--- src/rtl/pwm_ctrl_pkg.sv ---
// Shared types and helpers for the PWM controller family:
// FSM state encoding, default widths and saturating duty arithmetic.
package pwm_ctrl_pkg;

    localparam int DEF_WIDTH   = 4;
    localparam int DEF_DWELL_W = 8;

    typedef enum logic [1:0] {
        ST_IDLE = 2'd0,
        ST_ARM  = 2'd1,
        ST_UP   = 2'd2,
        ST_DOWN = 2'd3
    } state_e;

    // Operands are zero-extended duty values, so the sum never wraps.
    function automatic int unsigned sat_add(input int unsigned a, input int unsigned b,
                                            input int unsigned ceil);
        int unsigned s;
        s = a + b;
        return (s > ceil) ? ceil : s;
    endfunction

    function automatic int unsigned sat_sub(input int unsigned a, input int unsigned b,
                                            input int unsigned floor);
        return (a < floor + b) ? floor : a - b;
    endfunction

endpackage

--- src/rtl/pwm_fade_ctrl_if.sv ---
// Config/status bundle between the CPU-side config logic (master)
// and the fade sequencer (slave).
interface pwm_fade_ctrl_if
    import pwm_ctrl_pkg::*;
#(
    parameter int WIDTH   = DEF_WIDTH,
    parameter int DWELL_W = DEF_DWELL_W
);
    logic               start;
    logic               stop;
    logic [WIDTH-1:0]   min_duty;
    logic [WIDTH-1:0]   max_duty;
    logic [WIDTH-1:0]   step;
    logic [DWELL_W-1:0] dwell;
    logic               loop;
    logic [WIDTH-1:0]   duty;
    logic               busy;
    logic               done;
    logic               period_tick;

    modport master (
        output start, stop, min_duty, max_duty, step, dwell, loop,
        input  duty, busy, done, period_tick
    );

    modport slave (
        input  start, stop, min_duty, max_duty, step, dwell, loop,
        output duty, busy, done, period_tick
    );

endinterface

--- src/rtl/pwm_period_timer.sv ---
// Free-running mirror of the PWM counter; period_tick marks the last
// clock of each 2**WIDTH-clock period.
module pwm_period_timer
    import pwm_ctrl_pkg::*;
#(
    parameter int WIDTH = DEF_WIDTH
) (
    input  logic clk,
    input  logic rst,
    output logic period_tick
);

    logic [WIDTH-1:0] cnt;

    always_ff @(posedge clk or negedge rst) begin
        if (!rst) begin
            cnt <= '0;
        end else begin
            cnt <= cnt + 1'b1;
        end
    end

    assign period_tick = (cnt == {WIDTH{1'b1}});

endmodule

--- src/rtl/pwm_fade_ctrl.sv ---
// Triangular duty ramp sequencer for a PWM generator; duty and state only
// move on period boundaries so the generator never sees a mid-period change.
module pwm_fade_ctrl
    import pwm_ctrl_pkg::*;
#(
    parameter int WIDTH   = DEF_WIDTH,
    parameter int DWELL_W = DEF_DWELL_W
) (
    input  logic           clk,
    input  logic           rst,
    pwm_fade_ctrl_if.slave bus
);

    state_e             state;
    logic [WIDTH-1:0]   duty_q;
    logic [WIDTH-1:0]   min_l;
    logic [WIDTH-1:0]   max_l;
    logic [WIDTH-1:0]   step_l;
    logic [DWELL_W-1:0] dwell_l;
    logic [DWELL_W-1:0] dwell_cnt;
    logic               loop_l;
    logic               busy_q;
    logic               done_q;
    logic               stop_pend;
    logic               tick;
    logic               stop_now;
    logic               accept;
    logic [WIDTH-1:0]   duty_inc;
    logic [WIDTH-1:0]   duty_dec;

    pwm_period_timer #(.WIDTH(WIDTH)) u_timer (
        .clk         (clk),
        .rst         (rst),
        .period_tick (tick)
    );

    assign accept   = (state == ST_IDLE) && bus.start;
    // A stop arriving on the tick cycle itself takes effect at that tick.
    assign stop_now = stop_pend | bus.stop;
    assign duty_inc = WIDTH'(sat_add(32'(duty_q), 32'(step_l), 32'(max_l)));
    assign duty_dec = WIDTH'(sat_sub(32'(duty_q), 32'(step_l), 32'(min_l)));

    // Config is captured once per sequence and needs no reset value.
    always_ff @(posedge clk) begin
        if (accept) begin
            min_l   <= bus.min_duty;
            max_l   <= bus.max_duty;
            step_l  <= (bus.step == '0) ? WIDTH'(1) : bus.step;
            dwell_l <= bus.dwell;
            loop_l  <= bus.loop;
        end
    end

    always_ff @(posedge clk or negedge rst) begin
        if (!rst) begin
            state     <= ST_IDLE;
            duty_q    <= '0;
            dwell_cnt <= '0;
            busy_q    <= 1'b0;
            done_q    <= 1'b0;
            stop_pend <= 1'b0;
        end else begin
            done_q <= 1'b0;
            if (state == ST_IDLE) begin
                if (bus.start) begin
                    state     <= ST_ARM;
                    busy_q    <= 1'b1;
                    stop_pend <= 1'b0;
                end
            end else begin
                if (bus.stop) begin
                    stop_pend <= 1'b1;
                end
                if (tick) begin
                    if (stop_now) begin
                        duty_q    <= min_l;
                        state     <= ST_IDLE;
                        busy_q    <= 1'b0;
                        stop_pend <= 1'b0;
                    end else begin
                        case (state)
                            ST_ARM: begin
                                duty_q <= min_l;
                                if (min_l >= max_l) begin
                                    // Degenerate range: hold min each period, or finish at once.
                                    if (!loop_l) begin
                                        state  <= ST_IDLE;
                                        busy_q <= 1'b0;
                                        done_q <= 1'b1;
                                    end
                                end else begin
                                    state     <= ST_UP;
                                    dwell_cnt <= dwell_l;
                                end
                            end
                            ST_UP: begin
                                if (dwell_cnt != '0) begin
                                    dwell_cnt <= dwell_cnt - 1'b1;
                                end else begin
                                    dwell_cnt <= dwell_l;
                                    if (duty_q == max_l) begin
                                        duty_q <= duty_dec;
                                        if (duty_dec != min_l) begin
                                            state <= ST_DOWN;
                                        end else if (!loop_l) begin
                                            state  <= ST_IDLE;
                                            busy_q <= 1'b0;
                                            done_q <= 1'b1;
                                        end
                                    end else begin
                                        duty_q <= duty_inc;
                                    end
                                end
                            end
                            ST_DOWN: begin
                                if (dwell_cnt != '0) begin
                                    dwell_cnt <= dwell_cnt - 1'b1;
                                end else begin
                                    dwell_cnt <= dwell_l;
                                    duty_q    <= duty_dec;
                                    if (duty_dec == min_l) begin
                                        if (loop_l) begin
                                            state <= ST_UP;
                                        end else begin
                                            state  <= ST_IDLE;
                                            busy_q <= 1'b0;
                                            done_q <= 1'b1;
                                        end
                                    end
                                end
                            end
                            default: state <= ST_IDLE;
                        endcase
                    end
                end
            end
        end
    end

    assign bus.duty        = duty_q;
    assign bus.busy        = busy_q;
    assign bus.done        = done_q;
    assign bus.period_tick = tick;

endmodule

--- src/flat_wrapper.sv ---
// flat-port wrapper written by rule: the top's interface ports become plain ports
module pwm_fade_ctrl_flat import pwm_ctrl_pkg::*;
#(
    parameter int WIDTH   = DEF_WIDTH,
    parameter int DWELL_W = DEF_DWELL_W
)
  (clk, rst, bus_start, bus_stop, bus_min_duty, bus_max_duty, bus_step, bus_dwell, bus_loop, bus_duty, bus_busy, bus_done, bus_period_tick);
  pwm_fade_ctrl_if #(.WIDTH(WIDTH), .DWELL_W(DWELL_W)) bus_i ();
  input  logic clk;
  input  logic rst;
  input wire logic [$bits(bus_i.start)-1:0] bus_start;
  input wire logic [$bits(bus_i.stop)-1:0] bus_stop;
  input wire logic [$bits(bus_i.min_duty)-1:0] bus_min_duty;
  input wire logic [$bits(bus_i.max_duty)-1:0] bus_max_duty;
  input wire logic [$bits(bus_i.step)-1:0] bus_step;
  input wire logic [$bits(bus_i.dwell)-1:0] bus_dwell;
  input wire logic [$bits(bus_i.loop)-1:0] bus_loop;
  output wire logic [$bits(bus_i.duty)-1:0] bus_duty;
  output wire logic [$bits(bus_i.busy)-1:0] bus_busy;
  output wire logic [$bits(bus_i.done)-1:0] bus_done;
  output wire logic [$bits(bus_i.period_tick)-1:0] bus_period_tick;
  assign bus_i.start = bus_start;
  assign bus_i.stop = bus_stop;
  assign bus_i.min_duty = bus_min_duty;
  assign bus_i.max_duty = bus_max_duty;
  assign bus_i.step = bus_step;
  assign bus_i.dwell = bus_dwell;
  assign bus_i.loop = bus_loop;
  assign bus_duty = bus_i.duty;
  assign bus_busy = bus_i.busy;
  assign bus_done = bus_i.done;
  assign bus_period_tick = bus_i.period_tick;
  pwm_fade_ctrl #(.WIDTH(WIDTH), .DWELL_W(DWELL_W)) u_core (.clk(clk), .rst(rst), .bus(bus_i));
endmodule
--- config.mk ---
export PLATFORM = sky130hd
export DESIGN_NAME = pwm_fade_ctrl_flat
export DESIGN_NICKNAME = d
export VERILOG_FILES = /design/src/rtl/pwm_ctrl_pkg.sv /design/src/rtl/pwm_fade_ctrl_if.sv /design/src/rtl/pwm_period_timer.sv /design/src/rtl/pwm_fade_ctrl.sv /design/src/flat_wrapper.sv
export SDC_FILE = /design/constraint.sdc
export NUM_CORES = 1
export LEC_CHECK = 0
export ABC_AREA = 0
export ABC_CLOCK_PERIOD_IN_PS = 2700
export CORE_MARGIN = 2
export CORE_UTILIZATION = 50
export DETAILED_ROUTE_END_ITERATION = 10
export MAX_ROUTING_LAYER = met4
export PLACE_DENSITY = 0.78
export SLEW_MARGIN = 20
export SYNTH_ARGS = -nofsm -noshare
export SYNTH_HDL_FRONTEND = slang
export SYNTH_SLANG_ARGS = --single-unit
--- constraint.sdc ---
create_clock -name clk -period 2.7 [get_ports clk]
set_input_delay 0.27 -clock clk [delete_from_list [all_inputs] [get_ports clk]]
set_output_delay 0.27 -clock clk [all_outputs]
set_load 0.02 [all_outputs]
==> results of run 1 <==
-- area by class of cell --
| cell class | instances | area [um2] | share of cell area [%] |
|---|---|---|---|
| Timing Repair Buffer | 64 | 558 | 16.3 |
| Multi-Input combinational cell | 179 | 1450 | 42.2 |
| Inverter | 20 | 75.1 | 2.19 |
| Clock inverter | 1 | 6.26 | 0.182 |
| Clock buffer | 7 | 97.6 | 2.84 |
| Sequential cell | 42 | 1160 | 33.8 |
| Tap cell | 70 | 87.6 | 2.55 |
-- cell usage after synthesis (2+ instances only) --
| master | n |
|---|---|
| inv_1 | 20 |
| fa_1 | 3 |
| a221oi_2 | 2 |
| o21bai_1 | 2 |
| nand3_1 | 3 |
| or3_1 | 2 |
| o21ai_1 | 3 |
| a21oi_1 | 20 |
| nor2_1 | 23 |
| a211o_1 | 2 |
| nor3_1 | 13 |
| xor2_1 | 10 |
| o21ai_0 | 15 |
| and3_1 | 3 |
| nand2_1 | 13 |
| xnor2_1 | 7 |
| edfxtp_1 | 21 |
| dfrtp_1 | 21 |
| a21o_1 | 4 |
| buf_2 | 3 |
| mux2i_1 | 2 |
| a41oi_1 | 3 |
| ha_1 | 25 |
| a221oi_1 | 3 |
| clkbuf_1 | 3 |
-- per-layer routing --
metal	wire, um	share of wire (%)	GRT usage [%]
met5	0	0	-
met2	2890	50	35.5
met1	2460	43	28.8
met4	109	1.9	9.36
met3	308	5.3	4.37
-- state kept, by name, summed over array words and instances, names as in the netlist --
signal,flops
u_core.min_l,4
u_core.bus.done,1
u_core.bus.duty,4
u_core.step_l,4
u_core.stop_pend,1
u_core.max_l,4
u_core.loop_l,1
u_core.bus.busy,1
u_core.u_timer.cnt,4
u_core.state,2
u_core.dwell_cnt,8
u_core.dwell_l,8
-- logic make-up (layout without fill, tap and decap cells) --
family	after synthesis	count (layout)	synth area share [%]
AOI/OAI and AO/OA	64	64	16.6
buffers and inverters	28	92	4.41
muxes	4	4	1.80
xor gates and xnor gates	17	17	5.77
DFF	42	42	44.8
and+or+nand+nor	66	66	12.1
adders and majority gates	28	28	14.5
-- per-stage QoR --
stage / util, % / power, mW / TNS [ns] / worst slack [ns]
2_1_floorplan: - / 2.42 / -0.395 / -0.153
3_3_place_gp: 63.3 / 3.08 / -1.54 / -0.268
4_1_cts: 67.4 / 3.82 / -0.856 / -0.193
6_report: 68.1 / 3.88 / -1.54 / -0.251
3_5_place_dp: 63.3 / 3.15 / -2.25 / -0.367
5_1_grt: 68.1 / 4.17 / -2.65 / -0.415
-- power by group through the flow --
stage / combinational (mW) / clock (mW) / sequential [mW]
CTS: 2.32 / 0.470 / 1.03
global placement: 2.05 / 0 / 1.03
detailed placement: 2.11 / 0 / 1.04
global route: 2.62 / 0.499 / 1.06
floorplan: 1.37 / 0 / 1.06
finish: 2.38 / 0.461 / 1.04
-- repair_timing --
| item | 4_1_cts | 5_1_grt |
|---|---|---|
| pin swaps | 19 | 12 |
| gates resized for setup | 12 | 4 |
| setup endpoints to repair | 8 | 9 |
| setup buffers | 6 | 1 |
-- how the worst min path moves through the flow --
stage	start	cells after the start	slack (ns)	end
final	rst	2	0.30	u_core.u_timer.cnt[2]
after global routing	rst	2	0.35	u_core.u_timer.cnt[3]
after CTS	rst	2	0.30	u_core.u_timer.cnt[2]
after detailed placement	u_core.loop_l	1	0.45	u_core.bus.done
after global placement	u_core.loop_l	1	0.44	u_core.bus.done
after floorplan	rst	0	-0.03	u_core.bus.busy
==> impl_metrics.env, run 1 <==
export IMPL_worstPathRequired_ns=2.93
export IMPL_antenna_left=0
export IMPL_fillCellCount=365
export IMPL_coreArea_um2=5040
export IMPL_grt_pass1_vias=2028
export IMPL_cp_buffers_inverters=2
export IMPL_antenna_found_initial=0
export IMPL_globalplace_congestion=0.952
export IMPL_cts_buffer_depth=2
export IMPL_layout_common_cells="buf_4 (33), clkdlybuf4s50_1 (31), nor2_1 (23), edfxtp_1 (21), ha_1 (19)"
export IMPL_seqPwrFrac_pct=26.7
export IMPL_hold_buffers=0
export IMPL_arrival_ns=3.18
export IMPL_synthFlopType="edfxtp_1"
export IMPL_clock_sinks=42
export IMPL_p_leak_nw=1.48
export IMPL_reg2regPathDepth=12
export IMPL_clockRootBuffer="clkbuf_8"
export IMPL_grt_usage_pct=22.7
export IMPL_seq_area_frac_synth_pct=44.8
export IMPL_ir_worst_vdd_mv=0.708
export IMPL_p_per_area_nw_per_um2=1130
export IMPL_ys_types=48
export IMPL_max_stage_delay_ns=0.47
export IMPL_drive_gt1_share_pct=24.9
export IMPL_synth_avg_cell_area_um2=10.4
export IMPL_finalCritPeriodShare_pct=109
export IMPL_yosysTopAreaCellShare_pct=24.5
export IMPL_failed_checks="setup timing"
export IMPL_hold_class="primary input to asynchronous set/reset pin"
export IMPL_dp_cells=368
export IMPL_pwr_share_clk_pct=11.9
export IMPL_cts_tree="yes"
export IMPL_drc=0
export IMPL_chipWidth_um=75.8
export IMPL_maxCapViolations=0
export IMPL_synth_edff_count=21
export IMPL_placed_area_um2=3190
export IMPL_netlist_area_um2=2580
export IMPL_tightestPinTransition_ns=0.635
export IMPL_final_common_cell="buf_4"
export IMPL_fin_ws_ns=-0.251
export IMPL_rows=26
export IMPL_cpMostUsedCell="buf_4"
export IMPL_hold_viol=0
export IMPL_hold_ws_ns=0.296
export IMPL_crit_cells=12
export IMPL_cpMaxStageDelayCell="edfxtp_1"
export IMPL_async_flop_share_pct=50.0
export IMPL_dp_hpwl_mm=4.34
export IMPL_rsz0062_at_grt="true"
export IMPL_netlist_instances=249
export IMPL_crit_family="adder cells"
export IMPL_vias=2059
export IMPL_start_util_pct=51.1
export IMPL_outcome="complete, but fails checks"
export IMPL_startpoint_type="flip-flop"
export IMPL_final_min_clock_period_ns=2.95
export IMPL_via_per_inst=5.38
export IMPL_dieArea_um2=5750
export IMPL_report_final_slew_viol_count=0
export IMPL_ys_warnings_count=0
export IMPL_ys_seq_elements=42
export IMPL_rr_endpoint="u_core.state[0]"
export IMPL_cp_max_fo=3
export IMPL_cts_htree_levels=2
export IMPL_synth_area_leaders="edfxtp_1 (24%), dfrtp_1 (20%), ha_1 (12%)"
export IMPL_synth_nets=302
export IMPL_r2r_start="u_core.step_l[0]"
export IMPL_endpoint_kind="flip-flop"
export IMPL_routed_wl_mm=5.77
export IMPL_p_int_mw=2.28
export IMPL_synth_largest_area_cell="edfxtp_1"
export IMPL_p_sw_share_pct=41.2
export IMPL_p_sw_mw=1.60
export IMPL_ff2ff_setup_slack_ns=-0.25
export IMPL_drt_iter0_markers=126
export IMPL_fin_area_um2=3430
export IMPL_cts_buffers=5
export IMPL_worstSetupStartpoint="u_core.step_l[0]"
export IMPL_stdcell_count=383
export IMPL_p_comb_share_pct=61.4
export IMPL_worst_slew_margin_rel_pct=57.7
export IMPL_nets=365
export IMPL_fp_dieH_um=75.8
export IMPL_grt_pass1_wl_mm=9.25
export IMPL_path_cells="ha_2 -> fa_1 -> xnor2_1 -> ha_1 -> o211ai_1 -> a221oi_2 -> buf_4 -> o21ai_2 -> nor3_2 -> buf_4 -> nor3_1 -> a21oi_1"
export IMPL_setup_viol=8
export IMPL_area_growth_syn_to_layout_pct=33.1
export IMPL_clkSlewWorstSetupHoldPaths_ns=0.09
export IMPL_overflow=0
export IMPL_max_freq_ghz=0.339
export IMPL_ios=32
export IMPL_wire_per_inst_um=15.1
export IMPL_finClkSkew_ns=0.0124
export IMPL_crit_type="flip-flop to flip-flop"
export IMPL_crit_end="u_core.state[0]"
export IMPL_grt_max_degree=23
export IMPL_antennaDiodeCount=0
export IMPL_insertion_delay_ns=0.30
export IMPL_drtPass1Iterations=4
export IMPL_port_buffers=31
No activity file was read; power rests on OpenSTA's default activity.
==> run 2: changes to the inputs <==
TNS_END_PERCENT = 100   (was unset)
==> results of run 2 <==
Final layout, timing and power as in run 1 (identical DEF).
==> run 3: changes to the inputs <==
CAP_MARGIN = 25   (was unset)
==> results of run 3 <==
Final layout, timing and power as in run 1 (identical DEF).
